### config.mk
export PLATFORM = sky130hd
export DESIGN_NAME = pipeline_buffer
export DESIGN_NICKNAME = d
export VERILOG_FILES = /design/src/rtl/pipeline_buffer.sv
export SDC_FILE = /design/constraint.sdc
export NUM_CORES = 1
export LEC_CHECK = 0
export BUFFER_PORTS_ARGS = -buffer_cell sky130_fd_sc_hd__buf_2
export CAP_MARGIN = 15
export CORE_AREA = 2 2 80 139
export CTS_CLUSTER_SIZE = 10
export DETAILED_ROUTE_END_ITERATION = 8
export DIE_AREA = 0 0 82 141
export PLACE_DENSITY = 0.73
export SLEW_MARGIN = 10
export SYNTH_ARGS = -nofsm -noshare
export SYNTH_HDL_FRONTEND = slang
export SYNTH_SLANG_ARGS = --single-unit
### constraint.sdc
create_clock -name clk -period 8 [get_ports clk]
set_input_delay 0.8 -clock clk [delete_from_list [all_inputs] [get_ports clk]]
set_output_delay 0.8 -clock clk [all_outputs]
set_load 0.02 [all_outputs]
### src/rtl/pipeline_buffer.sv
// Elastic register pipeline with bubble collapse and a flushable front region.
// Define PIPELINE_BUFFER_FLUSH_ZERO_EN to zero the payloads that flush invalidates.
module pipeline_buffer #(
    parameter int DATA_WIDTH   = 54,
    parameter int STAGES       = 2,
    parameter int FLUSH_STAGES = 1
) (
    input  logic                           clk,
    input  logic                           rst,
    input  logic                           in_valid,
    input  logic [DATA_WIDTH-1:0]          in_data,
    output logic                           in_ready,
    output logic                           out_valid,
    output logic [DATA_WIDTH-1:0]          out_data,
    input  logic                           out_ready,
    input  logic                           flush,
    output logic [$clog2(STAGES+1)-1:0]    count
);
    localparam int CW = $clog2(STAGES+1);

    logic [STAGES-1:0]                 w_valid;
    logic [STAGES-1:0][DATA_WIDTH-1:0] w_data;
    logic [STAGES-1:0]                 w_adv;

    // Advance ripples from the output back toward the input; a running
    // variable avoids reading the vector being written.
    always_comb begin
        logic a;
        a = out_ready | ~w_valid[STAGES-1];
        w_adv = '0;
        w_adv[STAGES-1] = a;
        for (int k = STAGES-2; k >= 0; k--) begin
            a = a | ~w_valid[k];
            w_adv[k] = a;
        end
    end

    for (genvar k = 0; k < STAGES; k++) begin : g_stage
        localparam bit FLUSHABLE = (k < FLUSH_STAGES);
        // First non-flushable stage: whatever it takes in on a flush edge is dead.
        localparam bit BOUNDARY  = (k == FLUSH_STAGES) && (k > 0);

        logic                  r_v;
        logic [DATA_WIDTH-1:0] r_d;
        logic                  w_src_v;
        logic [DATA_WIDTH-1:0] w_src_d;

        if (k == 0) begin : g_head
            assign w_src_v = in_valid;
            assign w_src_d = in_data;
        end else begin : g_body
            assign w_src_v = w_valid[k-1];
            assign w_src_d = w_data[k-1];
        end

        always_ff @(posedge clk or posedge rst) begin
            if (rst) begin
                r_v <= 1'b0;
                r_d <= '0;
            end else if (FLUSHABLE && flush) begin
                r_v <= 1'b0;
`ifdef PIPELINE_BUFFER_FLUSH_ZERO_EN
                r_d <= '0;
`endif
            end else if (w_adv[k]) begin
                if (BOUNDARY && flush) begin
                    r_v <= 1'b0;
`ifdef PIPELINE_BUFFER_FLUSH_ZERO_EN
                    r_d <= '0;
`else
                    r_d <= w_src_d;
`endif
                end else begin
                    r_v <= w_src_v;
                    r_d <= w_src_d;
                end
            end
        end

        assign w_valid[k] = r_v;
        assign w_data[k]  = r_d;
    end

    always_comb begin
        count = '0;
        for (int k = 0; k < STAGES; k++)
            count = count + CW'(w_valid[k]);
    end

    assign in_ready  = w_adv[0];
    assign out_valid = w_valid[STAGES-1];
    assign out_data  = w_data[STAGES-1];
endmodule

==> results of run 1 <==
## cell usage after synthesis
library cell    n  area share (%)
a21o_1          1            0.15
and2b_2         1            0.17
and3b_1         1            0.17
buf_2           5            0.49
buf_4           2            0.29
buf_6           5             1.1
clkbuf_1       25             1.8
clkbuf_8        5             1.4
dfrtp_1       110              54
ha_1            1            0.25
inv_1           3            0.22
mux2_2         54              12
nand2_1        54             4.0
nand2b_1       54             6.6
nand4b_1       54             9.3
o211ai_1       54             8.0
o21a_1          1            0.15
## power by group through the flow
| stage | combinational (mW) | sequential, mW | clock, mW |
|---|---|---|---|
| 2_1_floorplan | 0.113 | 0.708 | 0 |
| 3_3_place_gp | 0.218 | 0.674 | 0 |
| 3_5_place_dp | 0.224 | 0.678 | 0 |
| 4_1_cts | 0.225 | 0.667 | 0.417 |
| 5_1_grt | 0.242 | 0.676 | 0.435 |
| 6_report | 0.221 | 0.667 | 0.406 |
## routing by layer
layer / global-route usage (%) / up-vias / wire length (um)
met5: 0 / - / 0
met4: 9.386 / 0 / 333
met3: 3.329 / 21 / 517
met2: 34.92 / 108 / 6077
met1: 25.03 / 1837 / 4310
li1: - / 1716 / -
## sequential cells by signal, summed over array words and instances (netlist names)
name         flops
g_stage.r_v      1
out_valid        1
out_data        54
g_stage.r_d     54
## metrics by stage
stage	total power, mW	util [%]	instance area, um2	hold WS [ns]	worst slack, ns
after global routing	1.353	55.93	5878	0.5140	4.254
after detailed placement	0.9021	53.43	5615	0.4881	4.635
after global placement	0.8921	53.43	5615	0.4828	4.629
final	1.294	55.93	5878	0.4999	4.449
after floorplan	0.8206	-	5095	0.4852	4.298
after CTS	1.310	55.93	5878	0.5033	4.405
## critical path, cell delays in order, from the launching register on
cell and delay (ns):
dfrtp_2 1.05, and3b_2 1.05, inv_1 0.09, buf_2 0.20
## final timing paths
check | from | to | cells past startpoint
max | g_stage[0].r_v | in_ready | 3
min | out_data[2] | out_data[2] | 1
max reg2reg | g_stage[0].r_v | g_stage[0].r_d[30] | 2
min reg2reg | out_data[2] | out_data[2] | 1
max in group asynchronous | rst | out_valid | 3
min in group asynchronous | rst | out_data[9] | 2
## logic make-up after synthesis
family,after synthesis,synth area share (%)
and+or+nand+nor,164,20.24
adders and majority gates,1,0.2455
DFF,110,54.03
AOI/OAI and AO/OA,56,8.252
buffers and inverters,45,5.304
muxes,54,11.94
## final cells by class
| class | instances | area (um2) |
|---|---|---|
| Timing Repair Buffer | 120 | 610.6 |
| Multi-Input combinational cell | 275 | 2073 |
| Sequential cell | 110 | 2755 |
| Clock buffer | 15 | 257.7 |
| Fill cell | 927 | 4632 |
| Clock inverter | 1 | 5.005 |
| Inverter | 3 | 13.76 |
| Tap cell | 130 | 162.7 |
==> results.md, run 1 <==
- Unrepaired setup endpoints after global routing: false
- CP Data Arrival Time: 2.75 ns
- Leakage: 2.568 nW
- I/O Buffers: 116
- Least-Margin Pin Slew: 1.074 ns
- Yosys Warn Count: 0
- Core Box Area: 10510 um2
- Starting DRT DRC Count: 266
- Clock sinks: 110
- Layout cells sized above 1: 36.26%
- First-pass GRT wire length: 18440 um
- #FFs+latches synth: 110
- Drt wl/cell: 17.18 um
- CTS Buf Count: 9
- First-pass detailed-route iteration total: 4
- Synthesized cell area: 5095 um2
- Vias in the first global route: 3800
- Grt ovf: 0
- Die width: 82 um
- Flop pwr share: 51.5%
- Hold crit path type: reg2reg
- Setup TNS: 0 ns
- VDD IR-drop max: 0.1267 mV
- Sequential area share after synthesis: 54.03%
- Final Slew Violations: 0
- Die Footprint: 11560 um2
- P_sw: 0.3594 mW
- Worst reg2reg setup slack: 5.48 ns
- P&R area growth vs syn: 15.37%
- Gp weighted congestion: 0.7748
- DRC Markers: 0
- FP Rows: 50
- Antenna-violating nets left: 0
- Worst setup EP type: primary output
- Most frequent cells in the layout: buf_2 (116), dfrtp_1 (108)
- MaxCap Viol Count: 0
- Nets: 579
- Int Pwr: 0.9349 mW
- Cts hold-fix bufs: 0
- Die Ht: 141 um
- Final period util: 44.39%
- Syn Area/Cell: 11.85 um2
- Outcome: completed
- Final HPWL DP: 6833 um
- Clock power share: 31.4%
- Bufs on Longest Clock Path: 2
- Synth cell types: 17
- Final min period: 3.551 ns
- Endpoints failing hold: 0
- Synth Net Count: 490
- WP data required: 7.20 ns
- Power per cell area: 220.2 nW/um2
- Sw Share: 27.77%
- Post-Synthesis Cells: 430
- Final setup violation count: 0
- Root buf cell: clkbuf_16
- Max Fclk: 0.2816 GHz
- Crit start category: flip-flop
- Setup Skew: 0.003263 ns
- GRT Total Usage: 20.57%
- Most common cell after layout, fill and taps aside: buf_2
- Placed cells: 638
- Diodes inserted: 0
- Post-CTS Resized: 0
- Worst rel slew slack: 28.41%
- Routed vias/inst: 5.630
- Critical path fanouts, max: 57
- Final wirelength: 11240 um
- H-tree depth: 3
- Worst skew pair latency: 0.35 ns
- Gate power share: 17.1%
- Largest net degree at the start of global routing: 110
- Postcts setup bufs: 0
- Io pins: 117
- Vias: 3682
- Starting Density: 48.48%
- Non-Filler Instances: 654
- Worst Path Class, Setup: reg2out
- CTS tree: built
- Reg clk slew, reported paths: 0.06 ns
- Antenna violations before repair: 0
Power figures use the tool's default switching activity.
==> inputs of run 2 (changes only) <==
--- a/config.mk
+++ b/config.mk
@@ -5,13 +5,14 @@
 export SDC_FILE = /design/constraint.sdc
 export NUM_CORES = 1
 export LEC_CHECK = 0
+export ABC_AREA = 1
 export BUFFER_PORTS_ARGS = -buffer_cell sky130_fd_sc_hd__buf_2
 export CAP_MARGIN = 15
-export CORE_AREA = 2 2 80 139
+export CORE_AREA = 2 2 77 134
 export CTS_CLUSTER_SIZE = 10
 export DETAILED_ROUTE_END_ITERATION = 8
-export DIE_AREA = 0 0 82 141
-export PLACE_DENSITY = 0.73
+export DIE_AREA = 0 0 79 136
+export PLACE_DENSITY = 0.74
 export SLEW_MARGIN = 10
 export SYNTH_ARGS = -nofsm -noshare
 export SYNTH_HDL_FRONTEND = slang
==> constraint.sdc (replaced) <==
create_clock -name clk -period 2.9 [get_ports clk]
set_input_delay 0.29 -clock clk [delete_from_list [all_inputs] [get_ports clk]]
set_output_delay 0.29 -clock clk [all_outputs]
set_load 0.02 [all_outputs]
==> run 2 against run 1 <==
Synthesized cell count rose by 11%. Synthesized area fell by 13%. Wire length fell by 7.6%. Die area fell by 7.1%. Sequential cell count did not move. Largest power group unchanged. Global-route usage fell by 0.22 points. Total power rose to 2.7 times the previous value. Sequential power rose to 2.7 times the previous value. Critical path depth did not move. Setup slack got worse by 3.8 ns. Final cell count rose by 8.1%. Utilization fell by 2.1 points.
==> results.md, run 2 <==
- Starting DRT DRC Count: 281
- Io pins: 117
- Die width: 79 um
- Post-synth ARST share: 100.0%
- Top-area cell type share of the netlist area: 62.13%
- Synth cell types: 12
- Non-Filler Instances: 707
- Antenna violations before repair: 0
- Vias: 3610
- P_sw: 0.9689 mW
- Drt wl/cell: 14.69 um
- Sequential area share after synthesis: 62.13%
- Bufs on Longest Clock Path: 2
- CTS Buf Count: 9
- Setup Skew: 0.005123 ns
- Most instantiated cells after synthesis: nand2_1 (219), dfrtp_1 (110), nand3_1 (108)
- Grt ovf: 0
- Most common cell after layout, fill and taps aside: nand2_1
- Least-Margin Pin Slew: 0.9002 ns
- First-pass detailed-route iteration total: 4
- Final HPWL DP: 6687 um
- Final setup violation count: 0
- Syn Area/Cell: 9.249 um2
- Worst rel slew slack: 39.86%
- Largest net degree at the start of global routing: 57
- Endpoints failing hold: 0
- Routed vias/inst: 5.106
- MaxCap Viol Count: 0
- Placed cells: 693
- VDD IR-drop max: 0.3412 mV
- Clock sinks: 110
- Die Ht: 136 um
- Reg clk slew, reported paths: 0.06 ns
- Gp weighted congestion: 0.7493
- Final min period: 2.250 ns
- Post-synth top area cell: dfrtp_1
- P&R area growth vs syn: 18.16%
- Post-CTS Resized: 0
- Core Box Area: 9729 um2
- Antenna-violating nets left: 0
- Layout cells sized above 1: 24.40%
- Postcts setup bufs: 0
- Sw Share: 28.07%
- Setup TNS: 0 ns
- Worst setup EP type: primary output
- Int Pwr: 2.483 mW
- DRC Markers: 0
- Unrepaired setup endpoints after global routing: false
- Leakage: 2.943 nW
- Die Footprint: 10740 um2
- Synthesized cell area: 4430 um2
- FP Rows: 48
- Worst Reg-to-Reg Cells: 5
- Worst skew pair latency: 0.34 ns
- Cts hold-fix bufs: 0
- Flop pwr share: 52.5%
- H-tree depth: 3
- Synth Net Count: 539
- Max Fclk: 0.4444 GHz
- Critical path fanouts, max: 56
- First-pass GRT wire length: 17050 um
- Post-synth EDFFs: 0
- Starting Density: 45.54%
- Final period util: 77.60%
- Clock power share: 31.5%
- Most instantiated library cell after synthesis: nand2_1
- Largest cells by area after synthesis: dfrtp_1 (62%), nand2_1 (19%), nand3_1 (12%)
- Final wirelength: 10380 um
- CP Data Arrival Time: 1.96 ns
- CTS tree: built
- Outcome: completed
- Crit start category: flip-flop
- GRT Total Usage: 20.35%
- Most frequent cells in the layout: nand2_1 (219), buf_2 (116), dfrtp_1 (109)
- Dominant synthesized flop cell: dfrtp_1
- Hold crit path type: in2async
- Root buf cell: clkbuf_16
- Fillers: 960
- Yosys Warn Count: 0
- Worst Path Class, Setup: reg2out
- I/O Buffers: 116
- Final Slew Violations: 0
- Vias in the first global route: 3606
- Post-Synthesis Cells: 479
- Power per cell area: 659.4 nW/um2
- Diodes inserted: 0
- Gate power share: 16.0%
- WP data required: 2.61 ns
- Nets: 639
- #FFs+latches synth: 110
-- run 2: changes by cell type in the layout (fill, tap and decap cells not counted), sizes merged, moves of 3 or more --
cell,change
nand2,+167
nand3,+109
mux2,-54
nand2b,-54
nand4b,-54
o211ai,-54
buf,+3
clkbuf,-3
-- run 2: layer usage --
| layer | vias to the layer above | GRT usage, % | share of wire [%] |
|---|---|---|---|
| li1 | 1720 | - | - |
| met1 | 1740 | 26.03 | 41 |
| met2 | 127 | 32.86 | 50 |
| met3 | 23 | 3.453 | 5.1 |
| met4 | 0 | 10.92 | 3.5 |
| met5 | - | 0 | 0 |
-- run 2: cell families (layout without fill, tap and decap cells) --
logic type	after synthesis	after routing	synth area share, %
flops	110	110	62.13
simple gates	330	330	31.38
buf+inv	37	140	6.100
compound gates	1	1	0.1129
fa+ha+maj	1	1	0.2824
-- run 2: worst paths after layout --
check | startpoint | endpoint | slack, ns
max | out_valid | in_ready | 0.65
min | rst | g_stage[0].r_d[24] | 0.13
max reg2reg | out_valid | g_stage[0].r_d[16] | 0.97
min reg2reg | g_stage[0].r_d[29] | out_data[29] | 0.47
max in group asynchronous | rst | out_valid | 1.98
min in group clk | in_valid | g_stage[0].r_v | 0.16
-- run 2: worst max-delay path, cell delays in order (launching register included) --
cell and delay, ns:
dfrtp_2 0.65, nand3_2 0.19, buf_4 0.50, buf_2 0.27
-- run 2: layout make-up --
cell class | instances | area, um2 | share of cell area, %
clock buffers | 12 | 246.5 | 4.708
clock inverters | 2 | 10.01 | 0.1912
inverters | 3 | 15.01 | 0.2868
multi-input cells | 332 | 1408 | 26.89
flip-flops and latches | 110 | 2754 | 52.61
well taps | 125 | 156.4 | 2.988
repair buffers | 123 | 645.6 | 12.33
-- run 2: power groups by stage --
stage,Combinational (mW),Clock (mW),Sequential (mW)
final,0.553,1.09,1.81
after global routing,0.617,1.19,1.83
after CTS,0.563,1.12,1.81
after detailed placement,0.561,0,1.84
after global placement,0.543,0,1.83
after floorplan,0.259,0,1.93
-- run 2: through the flow --
step / power, mW / hold slack, ns / worst slack [ns] / area (um2) / util (%)
final: 3.452 / 0.1299 / 0.6496 / 5235 / 53.81
after global routing: 3.633 / 0.1604 / 0.5368 / 5235 / 53.81
after CTS: 3.498 / 0.1487 / 0.6474 / 5235 / 53.81
after detailed placement: 2.400 / 0.4555 / 0.9907 / 4979 / 51.17
after global placement: 2.376 / 0.4508 / 1.051 / 4979 / 51.17
after floorplan: 2.190 / 0.3992 / 1.281 / 4434 / -
